[src/rtl/pwm_multi.sv]
// Multi-channel double-buffered PWM generator: one shared edge/center-aligned
// counter, per-channel pending/active duty levels swapped only at period boundaries.
module pwm_multi #(
    parameter int  WIDTH    = 8,
    parameter int  CHANNELS = 4,
    parameter bit  INVERT   = 1'b0,
    localparam int CH_BITS  = $clog2(CHANNELS)
) (
    input  logic                clk,
    input  logic                reset,
    input  logic                enable,
    input  logic                center,
    input  logic [WIDTH-1:0]    period,
    input  logic                wr_en,
    input  logic [CH_BITS-1:0]  wr_ch,
    input  logic [WIDTH-1:0]    wr_level,
    output logic [CHANNELS-1:0] out,
    output logic                sync
);

    typedef enum logic {
        DIR_UP   = 1'b0,
        DIR_DOWN = 1'b1
    } dir_t;

    localparam logic [CH_BITS:0] CH_LIMIT = (CH_BITS + 1)'(CHANNELS);

    logic [WIDTH-1:0]    count_q, count_d;
    dir_t                dir_q, dir_d;
    logic [WIDTH-1:0]    period_q, period_d;
    logic                center_q, center_d;
    logic [WIDTH-1:0]    pending_q [CHANNELS];
    logic [WIDTH-1:0]    pending_d [CHANNELS];
    logic [WIDTH-1:0]    active_q  [CHANNELS];
    logic [WIDTH-1:0]    active_d  [CHANNELS];
    logic [CHANNELS-1:0] out_q, out_d;
    logic                sync_q, sync_d;
    logic                wrap_s;
    logic                load_s;
    logic                wr_ok_s;

    // Counter sequencing: wrap_s marks the edge on which count returns to 0.
    always_comb begin
        count_d = count_q;
        dir_d   = dir_q;
        wrap_s  = 1'b0;
        if (!enable) begin
            count_d = {WIDTH{1'b0}};
            dir_d   = DIR_UP;
        end else if (!center_q) begin
            if (count_q >= period_q) begin
                wrap_s = 1'b1;
            end else begin
                count_d = count_q + WIDTH'(1);
            end
        end else begin
            case (dir_q)
                DIR_UP: begin
                    if (count_q >= period_q) begin
                        // P of 0 or 1 has no down leg: the period is just 0..P.
                        if (period_q <= WIDTH'(1)) begin
                            wrap_s = 1'b1;
                        end else begin
                            count_d = count_q - WIDTH'(1);
                            dir_d   = DIR_DOWN;
                        end
                    end else begin
                        count_d = count_q + WIDTH'(1);
                    end
                end
                DIR_DOWN: begin
                    if (count_q <= WIDTH'(1)) begin
                        wrap_s = 1'b1;
                    end else begin
                        count_d = count_q - WIDTH'(1);
                    end
                end
                default: begin
                    wrap_s = 1'b1;
                end
            endcase
        end
        if (wrap_s) begin
            count_d = {WIDTH{1'b0}};
            dir_d   = DIR_UP;
        end else begin
            count_d = count_d;
        end
    end

    assign load_s  = !enable || wrap_s;
    assign wr_ok_s = wr_en && ({1'b0, wr_ch} < CH_LIMIT);

    // Level buffers; a write landing on a load edge is forwarded via pending_d.
    always_comb begin
        for (int c = 0; c < CHANNELS; c++) begin
            if (wr_ok_s && (wr_ch == CH_BITS'(c))) begin
                pending_d[c] = wr_level;
            end else begin
                pending_d[c] = pending_q[c];
            end
            if (load_s) begin
                active_d[c] = pending_d[c];
            end else begin
                active_d[c] = active_q[c];
            end
        end
        if (load_s) begin
            period_d = period;
            center_d = center;
        end else begin
            period_d = period_q;
            center_d = center_q;
        end
    end

    // Compare stage feeding the registered outputs.
    always_comb begin
        out_d  = {CHANNELS{INVERT}};
        sync_d = 1'b0;
        if (enable) begin
            for (int c = 0; c < CHANNELS; c++) begin
                out_d[c] = (count_q < active_q[c]) ^ INVERT;
            end
            sync_d = (count_q == {WIDTH{1'b0}});
        end else begin
            out_d  = {CHANNELS{INVERT}};
            sync_d = 1'b0;
        end
    end

    // State and output registers.
    always_ff @(posedge clk or posedge reset) begin
        if (reset) begin
            count_q  <= {WIDTH{1'b0}};
            dir_q    <= DIR_UP;
            period_q <= {WIDTH{1'b0}};
            center_q <= 1'b0;
            for (int c = 0; c < CHANNELS; c++) begin
                pending_q[c] <= {WIDTH{1'b0}};
                active_q[c]  <= {WIDTH{1'b0}};
            end
            out_q    <= {CHANNELS{INVERT}};
            sync_q   <= 1'b0;
        end else begin
            count_q  <= count_d;
            dir_q    <= dir_d;
            period_q <= period_d;
            center_q <= center_d;
            for (int c = 0; c < CHANNELS; c++) begin
                pending_q[c] <= pending_d[c];
                active_q[c]  <= active_d[c];
            end
            out_q    <= out_d;
            sync_q   <= sync_d;
        end
    end

    assign out  = out_q;
    assign sync = sync_q;

endmodule

[config.mk]
export PLATFORM = sky130hd
export DESIGN_NAME = pwm_multi
export DESIGN_NICKNAME = d
export VERILOG_FILES = /design/src/rtl/pwm_multi.sv
export SDC_FILE = /design/constraint.sdc
export NUM_CORES = 1
export LEC_CHECK = 0
export BUFFER_PORTS_ARGS = -buffer_cell sky130_fd_sc_hd__buf_2
export CAP_MARGIN = 5
export CORE_MARGIN = 3
export CORE_UTILIZATION = 55
export DETAILED_ROUTE_END_ITERATION = 8
export PLACE_DENSITY = 0.74
export SLEW_MARGIN = 20
export SYNTH_ARGS = -nofsm -noshare
export SYNTH_HDL_FRONTEND = slang
export SYNTH_SLANG_ARGS = --single-unit
export TNS_END_PERCENT = 20
[constraint.sdc]
create_clock -name clk -period 2.9 [get_ports clk]
set_clock_uncertainty 0.2 [all_clocks]
set_input_delay 0.29 -clock clk [delete_from_list [all_inputs] [get_ports clk]]
set_output_delay 0.29 -clock clk [all_outputs]
set_load 0.03 [all_outputs]
==> impl_metrics.env, run 1 <==
export IMPL_synth_nets=466
export IMPL_clock_root_buffer="clkbuf_8"
export IMPL_portBuffers=27
export IMPL_cts_sinks=87
export IMPL_routed_wl_um=9170
export IMPL_yosysUniqueCellTypes=40
export IMPL_cellLeakagePower_nw=2.62
export IMPL_vias_per_cell=5.41
export IMPL_cts_buffers_inserted=9
export IMPL_cts_tree="done"
export IMPL_min_period_ns=2.74
export IMPL_num_vias=3074
export IMPL_fin_crit_sh_pct=94.3
export IMPL_grt_pass1_vias=3119
export IMPL_ant_nets=0
export IMPL_multi_input_area_um2=2100
export IMPL_ios=28
export IMPL_end_kind="flip-flop"
export IMPL_rows=32
export IMPL_hold_viol_final=0
export IMPL_ys_ff_latch=87
export IMPL_syn_area_per_cell_um2=11.2
export IMPL_grt_usage_pct=21.6
export IMPL_dp_hpwl_um=6460
export IMPL_tightest_slew_ns=0.678
export IMPL_antenna_found_initial=0
export IMPL_ff_latch_area_um2=2180
export IMPL_grt_ovfl_total=0
export IMPL_wl_per_cell_um=16.1
export IMPL_crit_required_ns=2.94
export IMPL_status="finished clean"
export IMPL_setup_viol=0
export IMPL_ys_warn_count=0
export IMPL_grt_max_degree=50
export IMPL_critPathLaunchType="flip-flop"
export IMPL_drc=0
export IMPL_maxCapViolCount=0
export IMPL_vdd_ir_drop_max_mv=0.245
export IMPL_initial_core_util_pct=57.4
export IMPL_routabilityCongestion=0.870
export IMPL_chipWidth_um=96.5
export IMPL_layout_commonest_cell="dfrtp_1"
export IMPL_syn_inst=403
export IMPL_diodes=0
export IMPL_fin_util_pct=66.9
export IMPL_finalWorstSetupSlack_ns=0.164
export IMPL_pre_cts_slack_ns=-0.0834
export IMPL_fp_dieH_um=96.5
export IMPL_htreeDepth=3
export IMPL_critPathArrivalTime_ns=2.77
export IMPL_clk_latency_ns=0.35
export IMPL_first_pass_iters=7
export IMPL_slew_viol_final=0
export IMPL_fmax_mhz=366
export IMPL_rsz0062_at_grt="false"
export IMPL_synth_flop_cell="dfrtp_1"
export IMPL_fillers=609
export IMPL_dieArea_um2=9300
export IMPL_nets=525
export IMPL_worstSetupPathType="flip-flop to flip-flop"
export IMPL_relSlewSlack_pct=54.8
export IMPL_hp_class="input pin to flip-flop"
export IMPL_coreArea_um2=7850
export IMPL_path_max_fanout=15
export IMPL_power_density_nw_per_um2=595
export IMPL_synth_cell_area_um2=4500
export IMPL_synth_edf_count=0
export IMPL_clock_path_buffers=2
export IMPL_synth_seq_area_share_pct=48.4
export IMPL_async_flop_share_pct=100
export IMPL_first_iter_violations=110
export IMPL_area_delta_synth_final_pct=16.7
export IMPL_cts_clk_slew_worst_paths_ns=0.08
export IMPL_layout_common_cells="dfrtp_1, inv_1, nor2_1"
export IMPL_grt_pass1_wl_um=15200
export IMPL_layout_drive_gt1_share_pct=27.9
-- power by group --
| part | total, mW | internal, mW | switching (mW) |
|---|---|---|---|
| clock network | 0.916 | 0.505 | 0.411 |
| logic | 0.732 | 0.338 | 0.394 |
| registers | 1.48 | 1.41 | 0.0660 |
-- metrics by stage --
| stage | hold WS (ns) | std cells | area (um2) | total power [mW] | TNS, ns |
|---|---|---|---|---|---|
| 6_report | 0.0324 | 568 | 5250 | 3.12 | 0 |
| 2_1_floorplan | 0.210 | 403 | 4500 | 2.00 | 0 |
| 3_3_place_gp | 0.189 | 539 | 4870 | 2.17 | 0 |
| 3_5_place_dp | 0.203 | 539 | 4870 | 2.21 | -1.03 |
| 4_1_cts | 0.0200 | 567 | 5220 | 3.14 | 0 |
| 5_1_grt | 0.0198 | 568 | 5250 | 3.31 | 0 |
-- registers in the layout, indices dropped and copies added (netlist names) --
signal	cells
count_q	8
pending_q	32
center_q	1
out	4
dir_q	1
period_q	8
active_q	32
sync	1
-- what timing repair did --
action	in CTS	in global routing
pin swaps	1	0
hold buffers	10	0
gates cloned	0	1
buffers inserted	3	0
gates resized for setup	0	2
endpoints found under the setup margin	40	17
hold endpoints to repair	47	0
-- cell type report --
type / count / area share [%]
tap: 102 / 2.43
sequential: 87 / 41.4
clock buffer: 12 / 2.76
timing repair buffer: 57 / 8.77
inverter: 45 / 3.24
clock inverter: 3 / 1.29
multi-input combinational: 262 / 40.1
-- layer usage --
metal,track usage (%),up-vias,part of all wire [%]
li1,-,1494,-
met1,29.2,1520,48
met4,8.18,0,1.4
met5,0,-,0
met2,35.1,48,48
met3,3.41,12,3.0
-- cell usage after synthesis, types with 5 or more instances --
master | n | area share [%]
dfrtp_1 | 87 | 48
ha_1 | 40 | 11
o21ai_0 | 11 | 1.2
mux2_2 | 40 | 10
a21oi_2 | 20 | 3.9
o211ai_1 | 5 | 0.83
inv_1 | 45 | 3.8
nand3_1 | 5 | 0.56
a211oi_1 | 5 | 0.83
a21oi_1 | 13 | 1.4
a21o_1 | 8 | 1.3
mux2i_1 | 11 | 2.4
nand2b_1 | 11 | 1.5
nor2_1 | 42 | 3.5
nand2_1 | 17 | 1.4
-- critical path: stages, from the launching register on --
cell and delay, ns:
dfrtp_1 0.35, inv_1 0.05, ha_1 0.27, nand2b_1 0.16
a2111oi_2 0.39, buf_4 0.18, o311ai_1 0.18, a21oi_4 0.24
buf_12 0.18, buf_4 0.12, mux2_4 0.28
-- final timing paths --
| kind | from | to | slack [ns] | cells past startpoint |
|---|---|---|---|---|
| setup / recovery | count_q[0]$_DFFE_PP0P_ | active_q[16]$_DFFE_PP0P_ | 0.16 | 10 |
| hold / removal | wr_level[2] | pending_q[18]$_DFF_PP0_ | 0.03 | 2 |
| setup reg to reg | count_q[0]$_DFFE_PP0P_ | active_q[16]$_DFFE_PP0P_ | 0.16 | 10 |
| hold reg to reg | pending_q[12]$_DFF_PP0_ | pending_q[12]$_DFF_PP0_ | 0.30 | 1 |
| max in group asynchronous | reset | period_q[6]$_DFFE_PP0P_ | 1.46 | 4 |
| min in group asynchronous | reset | pending_q[2]$_DFF_PP0_ | 0.36 | 3 |
-- kinds of logic after synthesis --
kind of cell               after synthesis  synth area share [%]
muxes                                   55                  13.7
AOI/OAI and AO/OA                       71                  11.3
adders and majority gates               40                  11.1
buffers and inverters                   54                  5.23
and+or+nand+nor                         95                  10.1
xor gates and xnor gates                 1                 0.195
DFF                                     87                  48.4
Note: power is estimated with default switching activity, not from simulation.
==> run 2, diff against run 1 <==
--- a/config.mk
+++ b/config.mk
@@ -5,6 +5,7 @@
 export SDC_FILE = /design/constraint.sdc
 export NUM_CORES = 1
 export LEC_CHECK = 0
+export ABC_AREA = 1
 export BUFFER_PORTS_ARGS = -buffer_cell sky130_fd_sc_hd__buf_2
 export CAP_MARGIN = 5
 export CORE_MARGIN = 3
==> impl_metrics.env, run 2 <==
export IMPL_yosysTopAreaCellShare_pct=49.8
export IMPL_maxCapViolCount=0
export IMPL_synth_most_common_cell="nand2_1"
export IMPL_routabilityCongestion=0.875
export IMPL_area_delta_synth_final_pct=14.1
export IMPL_coreArea_um2=7490
export IMPL_initial_core_util_pct=58.3
export IMPL_critPathLaunchType="flip-flop"
export IMPL_cts_clk_slew_worst_paths_ns=0.09
export IMPL_dieArea_um2=9050
export IMPL_cts_sinks=87
export IMPL_chipWidth_um=95.1
export IMPL_hold_slack_ns=0.146
export IMPL_min_period_ns=2.37
export IMPL_worst_r2r_path_depth=9
export IMPL_ant_nets=0
export IMPL_syn_inst=504
export IMPL_htreeDepth=3
export IMPL_rsz0062_at_grt="false"
export IMPL_synth_largest_area_cell="dfrtp_1"
export IMPL_largest_registers="active_q: 32 flops, pending_q: 32 flops"
export IMPL_power_density_nw_per_um2=1020
export IMPL_crit_required_ns=2.93
export IMPL_first_pass_iters=4
export IMPL_num_vias=3481
export IMPL_crit_top_cell="nand2_1"
export IMPL_ys_ff_latch=87
export IMPL_slew_viol_final=0
export IMPL_r2r_end="active_q[27]$_DFFE_PP0P_"
export IMPL_diodes=0
export IMPL_hold_depth=3
export IMPL_fp_dieH_um=95.1
export IMPL_holdBufCountCts=11
export IMPL_grt_pass1_wl_um=16100
export IMPL_post_cts_buffers=0
export IMPL_rr_startpoint="count_q[7]$_DFFE_PP0P_"
export IMPL_clk_latency_ns=0.35
export IMPL_max_stage_delay_ns=0.50
export IMPL_tightest_slew_ns=0.536
export IMPL_crit_buf_inv=1
export IMPL_worstHoldEndpoint="pending_q[16]$_DFF_PP0_"
export IMPL_grt_max_degree=63
export IMPL_hold_viol_final=0
export IMPL_fillers=636
export IMPL_routed_wl_um=9750
export IMPL_critPathArrivalTime_ns=2.39
export IMPL_cellLeakagePower_nw=2.59
export IMPL_synth_nets=567
export IMPL_yosysUniqueCellTypes=29
export IMPL_critPathTopFamily="simple AND/OR/NAND/NOR gates"
export IMPL_fin_util_pct=66.6
export IMPL_relSlewSlack_pct=64.2
export IMPL_fmax_mhz=423
export IMPL_fin_setup_tns_ns=0
export IMPL_portBuffers=27
export IMPL_crit_chain="ha_1, nand2_1, nor2_1, nand2_1, nand3_1, nand3_2, a21oi_4, buf_12, o21ai_0"
export IMPL_layout_commonest_cell="nand2_1"
export IMPL_ys_warn_count=0
export IMPL_cts_buffers_inserted=9
export IMPL_synth_seq_area_share_pct=49.8
export IMPL_rows=31
export IMPL_layout_common_cells="nand2_1, dfrtp_1, inv_1, o21ai_0, ha_1"
export IMPL_drc=0
export IMPL_setup_viol=0
export IMPL_antenna_found_initial=0
export IMPL_synth_edf_count=0
export IMPL_path_max_fanout=60
export IMPL_critPathSlowestCell="dfrtp_1"
export IMPL_vdd_ir_drop_max_mv=0.858
export IMPL_syn_area_per_cell_um2=8.67
export IMPL_finalWorstSetupSlack_ns=0.535
export IMPL_hp_start="wr_level[0]"
export IMPL_vias_per_cell=5.32
export IMPL_r2r_slack_ns=0.53
export IMPL_pre_cts_slack_ns=0.528
export IMPL_hp_class="input pin to flip-flop"
export IMPL_status="finished clean"
export IMPL_clock_path_buffers=2
export IMPL_synth_cell_area_um2=4370
export IMPL_wl_per_cell_um=14.9
export IMPL_synth_area_top_cells="dfrtp_1, ha_1, nand2_1, o21ai_0, inv_1"
export IMPL_async_flop_share_pct=100
export IMPL_end_kind="flip-flop"
export IMPL_first_iter_violations=235
export IMPL_ios=28
export IMPL_grt_ovfl_total=0
export IMPL_fin_crit_sh_pct=81.6
export IMPL_grt_pass1_vias=3419
export IMPL_dp_hpwl_um=7080
export IMPL_grt_usage_pct=23.5
export IMPL_layout_drive_gt1_share_pct=11.0
export IMPL_clock_root_buffer="clkbuf_8"
export IMPL_cts_tree="done"
export IMPL_ys_top_cells_by_count="nand2_1, dfrtp_1, inv_1, o21ai_0, ha_1"
export IMPL_nets=614
export IMPL_synth_flop_cell="dfrtp_1"
export IMPL_cts_resized=0
export IMPL_worstSetupPathType="flip-flop to flip-flop"
-- run 2: layout make-up --
cell class / instances / area [um2] / share of cell area, %
Inverter: 73 / 275 / 5.52
Tap cell: 99 / 124 / 2.49
Multi-Input combinational cell: 330 / 1850 / 37.1
Sequential cell: 87 / 2180 / 43.7
Clock buffer: 10 / 138 / 2.76
Timing Repair Buffer: 50 / 360 / 7.23
Clock inverter: 5 / 58.8 / 1.18
-- run 2: report_power, final --
part / switching (mW) / leakage, nW / internal, mW
Sequential: 0.194 / 1.10 / 1.62
Combinational: 1.55 / 1.39 / 0.888
Clock: 0.423 / 0.0944 / 0.417
Total: 2.17 / 2.59 / 2.93
-- run 2: kinds of logic (layout without fill, tap and decap cells) --
family / count (synthesis) / in the layout / synth area share (%)
adders and majority gates: 40 / 40 / 11.5
buffers and inverters: 87 / 138 / 7.79
xor gates and xnor gates: 4 / 4 / 0.802
AOI/OAI and AO/OA: 105 / 105 / 12.9
DFF: 87 / 87 / 49.8
and+or+nand+nor: 181 / 181 / 17.2
-- run 2: worst max-delay path by stage --
stage	start	depth (start not counted)	end	slack [ns]
6_report	count_q[7]$_DFFE_PP0P_	9	active_q[27]$_DFFE_PP0P_	0.53
5_1_grt	count_q[7]$_DFFE_PP0P_	10	active_q[31]$_DFFE_PP0P_	0.30
4_1_cts	count_q[7]$_DFFE_PP0P_	10	active_q[31]$_DFFE_PP0P_	0.52
3_5_place_dp	count_q[7]$_DFFE_PP0P_	9	active_q[27]$_DFFE_PP0P_	0.53
3_3_place_gp	count_q[7]$_DFFE_PP0P_	10	center_q$_DFFE_PP0P_	0.60
2_1_floorplan	reset	1	active_q[0]$_DFFE_PP0P_	0.16
-- run 2: stage by stage --
step / instances / total power, mW / area [um2]
detailed placement: 628 / 4.25 / 4680
CTS: 654 / 5.12 / 4980
global placement: 628 / 4.14 / 4680
global route: 654 / 5.59 / 4980
finish: 654 / 5.10 / 4980
floorplan: 504 / 3.56 / 4370
-- run 2: layer usage --
metal / GRT usage (%) / wire length (um) / part of all wire, % / vias to the layer above
met2: 39.8 / 4770 / 49 / 85
met3: 4.58 / 435 / 4.5 / 10
met1: 30.8 / 4420 / 45 / 1661
met5: 0 / 0 / 0 / -
li1: - / - / - / 1725
met4: 6.25 / 127 / 1.3 / 0
-- run 2: tightest hold or removal path, cell delays in order --
cell and delay, ns:
buf_2 0.10, inv_1 0.10, o21ai_0 0.14
